## src/rtl/digit_tracker.sv

```systemverilog
// Passive OLED stream observer: finds pixels of a target colour, reports the
// per-frame bounding box, a found flag and horizontal motion direction.
module digit_tracker #(
    parameter int unsigned OLED_WIDTH    = 96,
    parameter int unsigned OLED_HEIGHT   = 64,
    parameter logic [15:0] TARGET_COLOUR = 16'h043F,
    parameter int unsigned MIN_PIXELS    = 1
) (
    input  logic        clk,
    input  logic        reset,
    input  logic        en,
    input  logic        sample_valid,
    input  logic [12:0] pixel_index,
    input  logic [15:0] pixel_data,
    output logic [6:0]  box_x,
    output logic [6:0]  box_y,
    output logic [6:0]  box_w,
    output logic [6:0]  box_h,
    output logic        found,
    output logic [1:0]  dir,
    output logic        frame_done,
    output logic        sync_err
);

    localparam int unsigned IDX_W = 13;
    localparam int unsigned CRD_W = 7;
    localparam int unsigned CNT_W = 13;

    localparam logic [IDX_W-1:0] LAST_IDX = IDX_W'(OLED_WIDTH * OLED_HEIGHT - 1);
    localparam logic [CRD_W-1:0] LAST_COL = CRD_W'(OLED_WIDTH - 1);
    localparam logic [CNT_W-1:0] CNT_MAX  = {CNT_W{1'b1}};
    localparam logic [CNT_W-1:0] MIN_CNT  = CNT_W'(MIN_PIXELS);

    localparam logic [0:0] ST_WAIT_SYNC = 1'b0;
    localparam logic [0:0] ST_ACCUM     = 1'b1;

    localparam logic [1:0] DIR_STILL = 2'b00;
    localparam logic [1:0] DIR_RIGHT = 2'b01;
    localparam logic [1:0] DIR_LEFT  = 2'b10;

    logic [0:0]       state_q, state_d;
    logic [IDX_W-1:0] exp_idx_q, exp_idx_d;
    logic [CRD_W-1:0] col_q, col_d, row_q, row_d;
    logic [CRD_W-1:0] min_x_q, min_x_d, max_x_q, max_x_d;
    logic [CRD_W-1:0] min_y_q, min_y_d, max_y_q, max_y_d;
    logic [CNT_W-1:0] cnt_q, cnt_d;
    logic             prev_found_q, prev_found_d;
    logic [CRD_W-1:0] box_x_q, box_x_d, box_y_q, box_y_d;
    logic [CRD_W-1:0] box_w_q, box_w_d, box_h_q, box_h_d;
    logic             found_q, found_d;
    logic [1:0]       dir_q, dir_d;
    logic             frame_done_q, frame_done_d;
    logic             sync_err_q, sync_err_d;

    logic             take, clear, match, last;
    logic [CRD_W-1:0] cur_col, cur_row;
    logic [CRD_W-1:0] b_min_x, b_max_x, b_min_y, b_max_y;
    logic [CRD_W-1:0] n_min_x, n_max_x, n_min_y, n_max_y;
    logic [CNT_W-1:0] b_cnt, n_cnt;

    // Next-state, accumulator and frame-end output logic
    always_comb begin
        state_d      = state_q;
        exp_idx_d    = exp_idx_q;
        col_d        = col_q;
        row_d        = row_q;
        min_x_d      = min_x_q;
        max_x_d      = max_x_q;
        min_y_d      = min_y_q;
        max_y_d      = max_y_q;
        cnt_d        = cnt_q;
        prev_found_d = prev_found_q;
        box_x_d      = box_x_q;
        box_y_d      = box_y_q;
        box_w_d      = box_w_q;
        box_h_d      = box_h_q;
        found_d      = found_q;
        dir_d        = dir_q;
        frame_done_d = 1'b0;
        sync_err_d   = 1'b0;
        take         = 1'b0;
        clear        = 1'b0;
        cur_col      = col_q;
        cur_row      = row_q;

        if (!en) begin
            state_d      = ST_WAIT_SYNC;
            clear        = 1'b1;
            prev_found_d = 1'b0;
        end else if (sample_valid) begin
            case (state_q)
                ST_WAIT_SYNC: begin
                    if (pixel_index == '0) begin
                        take    = 1'b1;
                        clear   = 1'b1;
                        cur_col = '0;
                        cur_row = '0;
                        state_d = ST_ACCUM;
                    end
                end
                ST_ACCUM: begin
                    if (pixel_index == exp_idx_q) begin
                        take = 1'b1;
                    end else begin
                        // Discontinuity: drop the frame; index 0 restarts at once
                        sync_err_d = 1'b1;
                        clear      = 1'b1;
                        if (pixel_index == '0) begin
                            take    = 1'b1;
                            cur_col = '0;
                            cur_row = '0;
                        end else begin
                            state_d = ST_WAIT_SYNC;
                        end
                    end
                end
                default: state_d = ST_WAIT_SYNC;
            endcase
        end

        b_min_x = clear ? {CRD_W{1'b1}} : min_x_q;
        b_max_x = clear ? '0 : max_x_q;
        b_min_y = clear ? {CRD_W{1'b1}} : min_y_q;
        b_max_y = clear ? '0 : max_y_q;
        b_cnt   = clear ? '0 : cnt_q;

        match   = take && (pixel_data == TARGET_COLOUR);
        n_min_x = (match && (cur_col < b_min_x)) ? cur_col : b_min_x;
        n_max_x = (match && (cur_col > b_max_x)) ? cur_col : b_max_x;
        n_min_y = (match && (cur_row < b_min_y)) ? cur_row : b_min_y;
        n_max_y = (match && (cur_row > b_max_y)) ? cur_row : b_max_y;
        n_cnt   = (match && (b_cnt != CNT_MAX)) ? b_cnt + CNT_W'(1) : b_cnt;
        last    = take && (pixel_index == LAST_IDX);

        if (last) begin
            frame_done_d = 1'b1;
            state_d      = ST_WAIT_SYNC;
            min_x_d      = {CRD_W{1'b1}};
            max_x_d      = '0;
            min_y_d      = {CRD_W{1'b1}};
            max_y_d      = '0;
            cnt_d        = '0;
            dir_d        = DIR_STILL;
            if (n_cnt >= MIN_CNT) begin
                found_d      = 1'b1;
                prev_found_d = 1'b1;
                box_x_d      = n_min_x;
                box_y_d      = n_min_y;
                box_w_d      = n_max_x - n_min_x + CRD_W'(1);
                box_h_d      = n_max_y - n_min_y + CRD_W'(1);
                if (prev_found_q) begin
                    if (n_min_x > box_x_q)      dir_d = DIR_RIGHT;
                    else if (n_min_x < box_x_q) dir_d = DIR_LEFT;
                end
            end else begin
                found_d      = 1'b0;
                prev_found_d = 1'b0;
            end
        end else begin
            min_x_d = n_min_x;
            max_x_d = n_max_x;
            min_y_d = n_min_y;
            max_y_d = n_max_y;
            cnt_d   = n_cnt;
            if (take) begin
                exp_idx_d = pixel_index + IDX_W'(1);
                if (cur_col == LAST_COL) begin
                    col_d = '0;
                    row_d = cur_row + CRD_W'(1);
                end else begin
                    col_d = cur_col + CRD_W'(1);
                    row_d = cur_row;
                end
            end
        end
    end

    always_ff @(posedge clk or negedge reset) begin
        if (!reset) begin
            state_q      <= ST_WAIT_SYNC;
            exp_idx_q    <= '0;
            col_q        <= '0;
            row_q        <= '0;
            min_x_q      <= {CRD_W{1'b1}};
            max_x_q      <= '0;
            min_y_q      <= {CRD_W{1'b1}};
            max_y_q      <= '0;
            cnt_q        <= '0;
            prev_found_q <= 1'b0;
            box_x_q      <= '0;
            box_y_q      <= '0;
            box_w_q      <= '0;
            box_h_q      <= '0;
            found_q      <= 1'b0;
            dir_q        <= DIR_STILL;
            frame_done_q <= 1'b0;
            sync_err_q   <= 1'b0;
        end else begin
            state_q      <= state_d;
            exp_idx_q    <= exp_idx_d;
            col_q        <= col_d;
            row_q        <= row_d;
            min_x_q      <= min_x_d;
            max_x_q      <= max_x_d;
            min_y_q      <= min_y_d;
            max_y_q      <= max_y_d;
            cnt_q        <= cnt_d;
            prev_found_q <= prev_found_d;
            box_x_q      <= box_x_d;
            box_y_q      <= box_y_d;
            box_w_q      <= box_w_d;
            box_h_q      <= box_h_d;
            found_q      <= found_d;
            dir_q        <= dir_d;
            frame_done_q <= frame_done_d;
            sync_err_q   <= sync_err_d;
        end
    end

    assign box_x      = box_x_q;
    assign box_y      = box_y_q;
    assign box_w      = box_w_q;
    assign box_h      = box_h_q;
    assign found      = found_q;
    assign dir        = dir_q;
    assign frame_done = frame_done_q;
    assign sync_err   = sync_err_q;

endmodule

```

## config.mk

```make
export PLATFORM = sky130hd
export DESIGN_NAME = digit_tracker
export DESIGN_NICKNAME = d
export VERILOG_FILES = /design/src/rtl/digit_tracker.sv
export SDC_FILE = /design/constraint.sdc
export NUM_CORES = 1
export LEC_CHECK = 0
export CAP_MARGIN = 20
export CORE_ASPECT_RATIO = 1.4
export CORE_UTILIZATION = 50
export DETAILED_ROUTE_END_ITERATION = 16
export GPL_TIMING_DRIVEN = 0
export PLACE_DENSITY_LB_ADDON = 0.12
export SLEW_MARGIN = 0
export SYNTH_ARGS = -nofsm -noshare
export SYNTH_HDL_FRONTEND = slang
export SYNTH_SLANG_ARGS = --single-unit
```

## constraint.sdc

```tcl
create_clock -name clk -period 16.45 [get_ports clk]
set_input_delay 1.645 -clock clk [delete_from_list [all_inputs] [get_ports clk]]
set_output_delay 1.645 -clock clk [all_outputs]
set_load 0.01 [all_outputs]
```

# Yosys cells after proc, flatten, opt, wreduce, memory -nomap -nowiden
# Index checks and enable logic that the tools add are counted.
[totals]
regBits = 103
inputBits = 33
output_inout_bits = 33
word_cells = 102
[op_classes]
n_addsub = 8
magnitude_cmp = 7
n_eq_ne = 7
n_mux = 50
n_bitwise = 2
reduce_logical = 10
[op_table]
columns = ["operator", "n"]
rows = [
  ["7-bit 2-to-1 mux", 22],
  ["13-bit 2-to-1 mux", 3],
  ["7-bit by 1-bit adder with 7-bit output, second input constant", 4],
  ["7-bit case mux with 2 select lines", 2],
  ["13-bit by 1-bit adder with 13-bit output, second input constant", 2],
  ["7-bit > comparator", 3],
  ["7-bit less-than comparator", 3],
  ["1-bit 2-to-1 mux", 17],
  ["16-bit by 11-bit == test with 1-bit output, second input constant", 1],
  ["7-bit subtractor", 2],
  ["13-bit == test", 1],
  ["13-bit == test, second input constant", 1],
  ["13-bit by 1-bit >= comparator with 1-bit output, second input constant", 1],
  ["13-bit logical NOT", 1],
  ["13-bit != test, second input constant", 1],
  ["2-bit 2-to-1 mux", 4],
  ["7-bit == test, second input constant", 1],
  ["1-bit logical AND", 7],
  ["1-bit case mux with 2 select lines", 2],
  ["2-bit AND reduction", 2],
  ["3-bit by 1-bit != test with 1-bit output, second input constant", 1],
  ["2-bit by 1-bit != test with 1-bit output, second input constant", 1],
  ["1-bit NOT", 2],
]

# Logic depth before layout (Yosys ltp)
# Gate-level depths: netlist of the first run.
[logic_depth]
depth_word = 14
mapped_depth = 30
depth_no_buf = 28

# Worst setup path before layout of the first run
# Ideal clock, no wire load.
[synth_timing]
path_kind = "input-to-reg"
start = "in pixel_index[5]"
end = "reg box_w_q[6], in the netlist box_w[6]"
arrival_time_ns = 6.817
required_ns = 16.325
path_slack_ns = 9.508
stages = 28
path_buffers = 4
path_cell_list = "buf_2 xnor2_1 nand4_1 or4_1 nand2_1 clkbuf_1 clkbuf_1 nand2_1 ha_1 and4_1 nand3_1 o21ba_2 mux2i_1 o311a_1 clkbuf_1 nor2_1 a21oi_1 ha_1 inv_1 ha_1 a21o_1 a21o_1 a21o_1 a21oi_1 xnor2_1 xnor2_1 xnor2_1 mux2_4"
[synth_via]
elab_chain_cells = 11
word_cells_on_any_way = 36
[synth_rtl]
columns = ["element", "line_no", "text"]
rows = [
  ["start, declared", "13", "input logic [12:0] pixel_index,"],
  ["13-bit == test / 13-bit logical NOT (equally long branches)", "102, 93, 108", ""],
  ["1-bit 2-to-1 mux, or another cell as far along", "102", "if (pixel_index == exp_idx_q) begin"],
  ["1-bit case mux with 2 select lines, or another cell as far along", "91", "case (state_q)"],
  ["1-bit 2-to-1 mux, or another cell as far along", "90", "end else if (sample_valid) begin"],
  ["1-bit 2-to-1 mux, or another cell as far along", "86", "if (!en) begin"],
  ["7-bit 2-to-1 mux, or another cell as far along", "122", "b_max_x = clear ? '0 : max_x_q;"],
  ["7-bit > comparator, or another cell as far along", "129", "n_max_x = (match && (cur_col > b_max_x)) ? cur_col : b_max_x;"],
  ["1-bit logical AND, on equally long branches", "129, 128, 132", ""],
  ["7-bit 2-to-1 mux, or another cell as far along", "129", ""],
  ["7-bit subtractor / 13-bit by 1-bit >= comparator with 1-bit output (equally long branches)", "149, 144", ""],
  ["7-bit by 1-bit adder with 7-bit output / 2-bit AND reduction (equally long branches)", "--", ""],
  ["end signal, assigned", "211", "box_w_q <= box_w_d;"],
  ["end, declared", "49", "logic [CRD_W-1:0] box_w_q, box_w_d, box_h_q, box_h_d;"],
]
# Several ways; a longest one is shown, not always the timed one.
# A chain may end at the register's enable or synchronous reset.

# Worst setup path after layout of the first run
[layout_timing]
start = "in pixel_index[12]"
end = "reg box_w_q[6], in the netlist box_w[6]"
# Same word-level chain as after synthesis.

==> reports/results.ini, run 1 <==
[clock_network]
cts-hold-fix-buffers=0
cts_resized=0
postCtsSetupBuffers=0
cts_tree=yes
cts_buffer_depth=2
cts_max_level=3
path_clk_slew_ns=0.08
cts-root-buf=clkbuf_16
clock-sinks=103
numCtsBuffers=9
clock_latency_ns=0.36

[routing]
vias_per_cell=5.69
drt-pass1-iter-count=7
wl_per_cell_um=17.0
drtAntennaViolNets=0
vias=5667
drc=0
first_iter_violations=287
wirelength_um=17000

[sta]
fin_crit_ns=8.47
tns_ns=0
fin_skew_ns=0.00805
finalSetupViolCount=0
fmaxAchievable_mhz=118
slew_headroom=0.431
fin_crit_sh=0.515
worst_pin_slew_ns=0.847
rsz0062_at_grt=no
hold_viol_final=0
layout_setup_ws_ns=7.98
finalMaxSlewViolations=0

[pwr]
power_frac_seq=0.501
p_per_area_mw_per_mm2=63.8
vdd_drop_max_uv=41.7
p_clk_frac=0.449
power_leakage_uw=0.00366
power.internal_uw=386
power_frac_comb=0.050
p_sw_frac=0.237
switching_power_uw=120

[yosys]
async_flop_share=1.00
synth.yosys.seq_area_share=0.384
ys_warn_count=0
synth_edf_count=0
synthCells=741
synth.distinct_cells=71
avgSynthCellArea_sq_um=9.12
synth_seq_cells=103
syn-num-nets=831
netlist_area_sq_mm=0.00676
synth_ff_type=dfrtp_1

[final_layout]
layout-area-overhead-vs-synth_pct=17.2
nets=903
drive_above_1_share=0.0831
final_common_cell=nand2_1
antenna_cells=0
most-common-layout-cells=nand2_1, dfrtp_1, clkdlybuf4s50_1

[placed_design]
numPortBuffers=60
routabilityCongestion=0.909
dp_hpwl_um=13100
place_ws_ns=7.68

[global_route]
met3_usage=0.0362
antenna_found_initial=0
gr-usage-met2=0.456
overflow=0
grt_pass1_vias=5730
gr-usage-all-layers=0.253
grt-busiest-layer=met2
grt_pass1_wl_um=27600
grt_max_degree=55
grt_util_met1=0.294

[run_status]
status=finished clean

[floorplanning]
io_pins=66
start_util=0.520
die_y_um=140
die-area_sq_mm=0.0140
std_cell_rows=49
core_sq_mm=0.0130
die-width_um=100

[hold_path]
hp-class=register to register

[critical_path]
reg2reg_slack_ns=9.49
path_max_fanout=10
start_kind=input port
crit_type=input port to register
worstPathArrival_ns=8.71
critPathCaptureType=register
worstPathRequired_ns=16.69

[flow_run]
cap_violations=0

## layer usage
| layer | part of all wire | up-vias | wire length (um) |
|---|---|---|---|
| met5 | 0 | - | 0 |
| met4 | 0.037 | 0 | 621 |
| met3 | 0.034 | 49 | 574 |
| met2 | 0.51 | 150 | 8660 |
| met1 | 0.42 | 2728 | 7090 |
| li1 | - | 2740 | - |
## through the flow
step / utilization / instances / hold WS, ns / total power [uW] / instance area [sq um]
2_1_floorplan: - / 741 / 0.460 / 267 / 6760
3_3_place_gp: 0.583 / 979 / 0.458 / 283 / 7580
3_5_place_dp: 0.585 / 980 / 0.468 / 284 / 7610
4_1_cts: 0.609 / 996 / 0.487 / 510 / 7920
5_1_grt: 0.609 / 996 / 0.507 / 523 / 7920
6_report: 0.609 / 996 / 0.486 / 505 / 7920
## sequential cells by signal (all words and copies together), names as in the netlist
register / cells
box_h: 7
box_w: 7
box_x: 7
box_y: 7
cnt_q: 13
col_q: 7
dir: 2
exp_idx_q: 13
found: 1
frame_done: 1
max_x_q: 7
max_y_q: 7
min_x_q: 7
min_y_q: 7
prev_found_q: 1
row_q: 7
state_q: 1
sync_err: 1
## synthesized netlist by cell type, drive strengths merged, types with 4 or more instances
cell    number  share of area
a21boi       5         0.0056
a21o        18          0.020
a21oi       24          0.018
and2        23          0.021
and4         4         0.0052
buf          8         0.0091
clkbuf      17         0.0098
dfrtp       89           0.33
dfstp       14          0.054
ha          55           0.10
inv         43          0.024
mux2        19          0.035
mux2i        7          0.010
nand2      106          0.059
nand2b       9         0.0083
nand3       23          0.017
nand4       14          0.014
nor2        58          0.032
nor2b        6         0.0056
nor3        12         0.0089
nor4        13          0.012
o211ai       4         0.0052
o21a         5         0.0056
o21ai       53          0.039
o31ai        4         0.0044
or4          5         0.0061
xnor2       40          0.053
xor2        14          0.018
## cells by family (layout without fill, tap and decap cells)
kind of cell / count (synthesis) / in the layout / synth area share
compound gates: 145 / 145 / 0.142
xor+xnor: 54 / 54 / 0.0711
fa+ha+maj: 57 / 57 / 0.108
buf+inv: 69 / 146 / 0.0433
flops: 103 / 103 / 0.384
mux: 26 / 26 / 0.0454
simple gates: 287 / 287 / 0.206
## area by class of cell
type / count / area [sq um]
Fill cell: 1186 / 5080
Multi-Input combinational cell: 569 / 3870
Sequential cell: 103 / 2590
Timing Repair Buffer: 61 / 626
Clock buffer: 9 / 225
Tap cell: 178 / 223
Inverter: 44 / 165
Buffer: 25 / 128
Clock inverter: 7 / 87.6
## worst max-delay path, stage by stage
cell and delay (ns):
clkdlybuf4s50_1 0.54, xnor2_1 0.29, nand4_1 0.28, or4_1 0.68, nand2_1 0.26, clkbuf_1 0.48
clkbuf_1 0.49, nand2_1 0.16, ha_1 0.32, and4_1 0.23, nand3_1 0.10, o21ba_2 0.16
mux2i_1 0.12, o311a_1 0.25, clkbuf_1 0.34, nor2_1 0.09, a21oi_1 0.21, ha_1 0.24
inv_1 0.06, ha_1 0.27, a21o_1 0.19, a21o_1 0.19, a21o_1 0.18, a21oi_1 0.17
xnor2_1 0.19, xnor2_1 0.18, xnor2_1 0.11, mux2_4 0.28
## worst paths after layout
kind,startpoint,endpoint,cells past startpoint
worst max register to register,exp_idx_q[12],box_w[6],27
min in group asynchronous,reset,exp_idx_q[6],1
worst max-delay path,pixel_index[12],box_w[6],28
max in group asynchronous,reset,min_y_q[6],2
worst min-delay path,box_y[3],box_y[3],1
worst min register to register,box_y[3],box_y[3],1
## power by group through the flow
stage               Combinational (uW)  Clock [uW]  Sequential (uW)
CTS                               25.6         232              253
floorplan                         8.80           0              258
finish                            25.1         227              253
global route                      27.7         242              253
detailed placement                25.4           0              258
global placement                  24.3           0              258
No activity file was read; power rests on OpenSTA's default activity.
==> run 2: changes to the inputs <==
==> constraint.sdc (replaced) <==
create_clock -name clk -period 7.4 [get_ports clk]
set_input_delay 0.74 -clock clk [delete_from_list [all_inputs] [get_ports clk]]
set_output_delay 0.74 -clock clk [all_outputs]
set_load 0.01 [all_outputs]
==> run 2 against run 1 <==
Against the previous run:
- first-iteration DRC count shrank 11%
- sequential power up 120%
- sequential share of layout area shrank 0.13 points
- cell area up 0.40%
- clock power grew 120%
- non-clock buffer count unchanged
- worst hold slack worse by 0.083 ns
- critical path depth is the same
- largest cell class unchanged
- highest routed layer unchanged
==> reports/results.ini, run 2 (synthesized netlist as in run 1, its figures left out) <==
[run_status]
status=finished clean

[final_layout]
multiInputGateArea_sq_mm=0.00389
finish.utilization=0.612
nets=903
design_area_sq_mm=0.00795
final_common_cell=nand2_1
antenna_cells=0
regArea_sq_mm=0.00259
most-common-layout-cells=nand2_1, dfrtp_1, clkdlybuf4s50_1
drive_above_1_share=0.0978
num-fill-cells=1184
reg.largest.list=cnt_q: 13 flops, exp_idx_q: 13 flops
layout-area-overhead-vs-synth_pct=17.6

[routing]
wirelength_um=17100
drc=0
wl_per_cell_um=17.2
drtAntennaViolNets=0
vias=5660
drt-pass1-iter-count=5
vias_per_cell=5.68
first_iter_violations=256

[critical_path]
path_max_fanout=10
reg2reg_depth=27
start_kind=input port
cp_top_family=compound AO/OA/AOI/OAI gates
crit_path_frequent_cell=a21o_1
slowest_delay_ns=0.51
r2r-start=exp_idx_q[12]
worstPathArrival_ns=7.23
reg2reg_slack_ns=1.04
worstPathRequired_ns=7.64
cpMaxStageDelayCell=clkdlybuf4s50_1
crit_type=input port to register
worstSetupStartpoint=pixel_index[0]
r2r-end=box_w[6]
critPathCaptureType=register
crit_buf_inv=5

[placed_design]
routabilityCongestion=0.909
dp_hpwl_um=13100
place_ws_ns=-0.467
placed_area_sq_mm=0.00761
numPortBuffers=60

[sta]
hold_viol_final=0
fin_crit_ns=6.98
fin_crit_sh=0.944
layout_setup_ws_ns=0.417
rsz0062_at_grt=no
finalSetupViolCount=0
fin_skew_ns=0.00978
tns_ns=0
finalMaxSlewViolations=0
slew_headroom=0.448
fmaxAchievable_mhz=143
worst_pin_slew_ns=0.821

[clock_network]
cts_buffer_depth=2
cts-hold-fix-buffers=0
clock-sinks=103
clock_latency_ns=0.36
cts_tree=yes
path_clk_slew_ns=0.08
numCtsBuffers=9
postCtsSetupBuffers=0
cts-root-buf=clkbuf_16
cts_max_level=3

[global_route]
antenna_found_initial=0
grt_max_degree=55
gr-usage-all-layers=0.254
overflow=0
grt_pass1_wl_um=27600
grt_pass1_vias=5734

[floorplanning]
io_pins=66
die-area_sq_mm=0.0140
die-width_um=100
core_sq_mm=0.0130
die_y_um=140
start_util=0.520
std_cell_rows=49

[pwr]
power_leakage_uw=0.00369
p_per_area_mw_per_mm2=141
vdd_drop_max_uv=92.4

[flow_run]
cap_violations=0

[hold_path]
hp-class=input port to async pin

[run 2: cell counts in the layout (fill, tap and decap cells not counted)]
Identical to the previous run, type by type.
[run 2: final cells by class]
type,instances,area share
multi-input cells,569,0.490
flip-flops and latches,103,0.326
repair buffers,61,0.0787
clock buffers,9,0.0283
well taps,178,0.0280
inverters,44,0.0208
plain buffers,25,0.0172
clock inverters,7,0.0110
[run 2: where the power goes]
part           switching [uW]  internal [uW]  leakage, uW  total, uW
combinational            32.4           23.7      0.00217       56.1
clock                     233            271     0.000154        504
sequential             0.0729            563      0.00137        563
[run 2: worst max path at each step]
stage	slack (ns)	to	cells after the start
final	0.42	box_h[6]	28
after global routing	0.07	box_w[6]	28
after CTS	0.03	box_w[6]	28
after detailed placement	-0.47	box_w[6]	28
after global placement	-0.37	box_w[6]	28
after floorplan	1.36	box_w[6]	28
[run 2: metal layers]
layer / track usage / vias up / wire length (um) / share of wire
met2: 0.457 / 158 / 8820 / 0.52
met5: 0 / - / 0 / 0
met1: 0.294 / 2716 / 7080 / 0.41
li1: - / 2747 / - / -
met3: 0.0367 / 39 / 664 / 0.039
met4: 0.111 / 0 / 537 / 0.031
[run 2: timing repair]
| item | 4_1_cts | 5_1_grt |
|---|---|---|
| setup endpoints to repair | 2 | 32 |
| cloned | 0 | 0 |
| resized for setup | 1 | 17 |
[run 2: metrics by stage]
step	cells	hold WS, ns	total power [uW]
after floorplan	741	0.444	593
after global placement	979	0.458	628
after detailed placement	980	0.468	630
after CTS	996	0.432	1130
after global routing	996	0.458	1160
final	996	0.403	1120
==> run 3: changes to the inputs <==
--- a/config.mk
+++ b/config.mk
@@ -8,9 +8,10 @@
 export CAP_MARGIN = 20
 export CORE_ASPECT_RATIO = 1.4
 export CORE_UTILIZATION = 50
+export CTS_CLUSTER_DIAMETER = 30
 export DETAILED_ROUTE_END_ITERATION = 16
 export GPL_TIMING_DRIVEN = 0
-export PLACE_DENSITY_LB_ADDON = 0.12
+export PLACE_DENSITY = 0.8
 export SLEW_MARGIN = 0
 export SYNTH_ARGS = -nofsm -noshare
 export SYNTH_HDL_FRONTEND = slang
==> constraint.sdc (replaced) <==
create_clock -name clk -period 6.1 [get_ports clk]
set_input_delay 0.61 -clock clk [delete_from_list [all_inputs] [get_ports clk]]
set_output_delay 0.61 -clock clk [all_outputs]
set_load 0.01 [all_outputs]
==> run 3 against run 2 <==
Against the previous run:
- via count is 5.2% higher
- die area stayed put
- register-to-register slack worse by 0.78 ns
- count of clock-buffer cells in the layout rose by 1
- setup slack got worse by 0.27 ns
- clock power increased by 26%
- cell count increased by 2.6%
- power is 24% higher
- first-iteration DRC count increased by 51%
- combinational power up 39%
- non-clock buffer count increased by 26
- largest power group unchanged
- highest routed layer unchanged
==> reports/results.ini, run 3 (synthesized netlist as in run 1, its figures left out) <==
[run_status]
status=finished clean

[clock_network]
numCtsBuffers=9
cts_max_level=3
cts_tree=yes
clock_latency_ns=0.35
cts_buffer_depth=2
cts-hold-fix-buffers=0
clock-sinks=103
cts-root-buf=clkbuf_16
path_clk_slew_ns=0.07

[critical_path]
r2r-start=exp_idx_q[12]
cpMaxStageDelayCell=ha_1
reg2reg_depth=24
r2r-end=box_w[6]
crit_type=input port to register
crit_buf_inv=6
worstSetupStartpoint=pixel_index[0]
worstPathArrival_ns=6.20
path_max_fanout=10
worstPathRequired_ns=6.34
slowest_delay_ns=0.34
critPathCaptureType=register
cp_top_family=compound AO/OA/AOI/OAI gates
start_kind=input port
crit_path_end=box_w[6]
crit_cells=28
reg2reg_slack_ns=0.26

[global_route]
grt_util_met1=0.302
antenna_found_initial=0
grt_pass1_vias=5816
grt_pass1_wl_um=27900
grt_max_degree=55
met3_usage=0.0377
overflow=0
gr-usage-all-layers=0.252
grt-busiest-layer=met2
gr-usage-met2=0.436

[final_layout]
reg.largest.list=cnt_q: 13 flops, exp_idx_q: 13 flops
layout.cells.non_filler=1022
final_common_cell=nand2_1
most-common-layout-cells=nand2_1, dfrtp_1, nor2_1
nets=929
antenna_cells=0
design_area_sq_mm=0.00828
drive_above_1_share=0.152
layout-area-overhead-vs-synth_pct=22.6

[routing]
drt-pass1-iter-count=6
first_iter_violations=387
drtAntennaViolNets=0
vias_per_cell=5.82
drc=0
wl_per_cell_um=17.0
vias=5953
wirelength_um=17400

[sta]
fin_crit_sh=0.976
finalMaxSlewViolations=0
finalSetupViolCount=0
fin_crit_ns=5.96
fin_skew_ns=0.00647
layout_setup_ws_ns=0.144
slew_headroom=0.339
hold_viol_final=0
holdWs_ns=0.285
worst_pin_slew_ns=0.984
rsz0062_at_grt=yes
fmaxAchievable_mhz=168

[pwr]
p_per_area_mw_per_mm2=169
power_leakage_uw=0.00388
vdd_drop_max_uv=155
power_uw=1400

[flow_run]
cap_violations=0

[floorplanning]
std_cell_rows=49
io_pins=66
core_sq_mm=0.0130
die_y_um=140
die-width_um=100
die-area_sq_mm=0.0140
start_util=0.520

[placed_design]
routabilityCongestion=0.894
placed_area_sq_mm=0.00761
dp_hpwl_um=12100
place_inst=980
place_ws_ns=-1.48
numPortBuffers=60

[hold_path]
hp-class=input port to async pin

-- run 3: worst reg2reg max path: cells and delay by family, from the launching register on --
| family | cells | cell delay (ns) |
|---|---|---|
| XOR/XNOR | 4 | 0.63 |
| AO/OA/AOI/OAI | 7 | 1.35 |
| AND/OR/NAND/NOR | 5 | 1.29 |
| adder cells (fa/ha/maj) | 3 | 0.90 |
| multiplexers | 2 | 0.61 |
| buffers and inverters | 3 | 0.56 |
| flip-flops | 1 | 0.41 |
-- run 3: cell type report --
class,count,area (sq um)
fillers,1059,4720
multi-input cells,569,4020
flip-flops and latches,103,2590
repair buffers,87,797
clock buffers,10,229
well taps,178,223
inverters,44,165
plain buffers,25,163
clock inverters,6,92.6
-- run 3: worst min-delay path by stage --
stage / end / slack (ns)
6_report: exp_idx_q[8] / 0.28
3_3_place_gp: box_y[4] / 0.46
2_1_floorplan: box_h[0] / 0.31
5_1_grt: exp_idx_q[8] / 0.34
3_5_place_dp: box_y[3] / 0.47
4_1_cts: exp_idx_q[8] / 0.31
-- run 3: where the power goes --
group          switching (uW)  internal, uW  total (uW)
registers              0.0955           683         683
clock network             272           363         635
logic                    44.3          33.6        77.9
total                     316          1080        1400
-- run 3: through the flow --
| stage | TNS, ns | util |
|---|---|---|
| finish | 0 | 0.637 |
| global placement | -33.92 | 0.583 |
| CTS | 0 | 0.624 |
| detailed placement | -35.60 | 0.585 |
| floorplan | 0 | - |
| global route | -0.137 | 0.637 |
-- run 3: routing by layer --
metal,share of wire,vias up,wire (um)
met5,0,-,0
met4,0.035,0,603
met3,0.048,55,838
met2,0.50,233,8710
met1,0.42,2873,7220
li1,-,2792,-
-- run 3: repair_timing --
action	CTS	global route
gates cloned	0	0
setup buffers	12	14
gates resized for setup	37	38
endpoints found under the setup margin	32	32
pin swaps	6	11
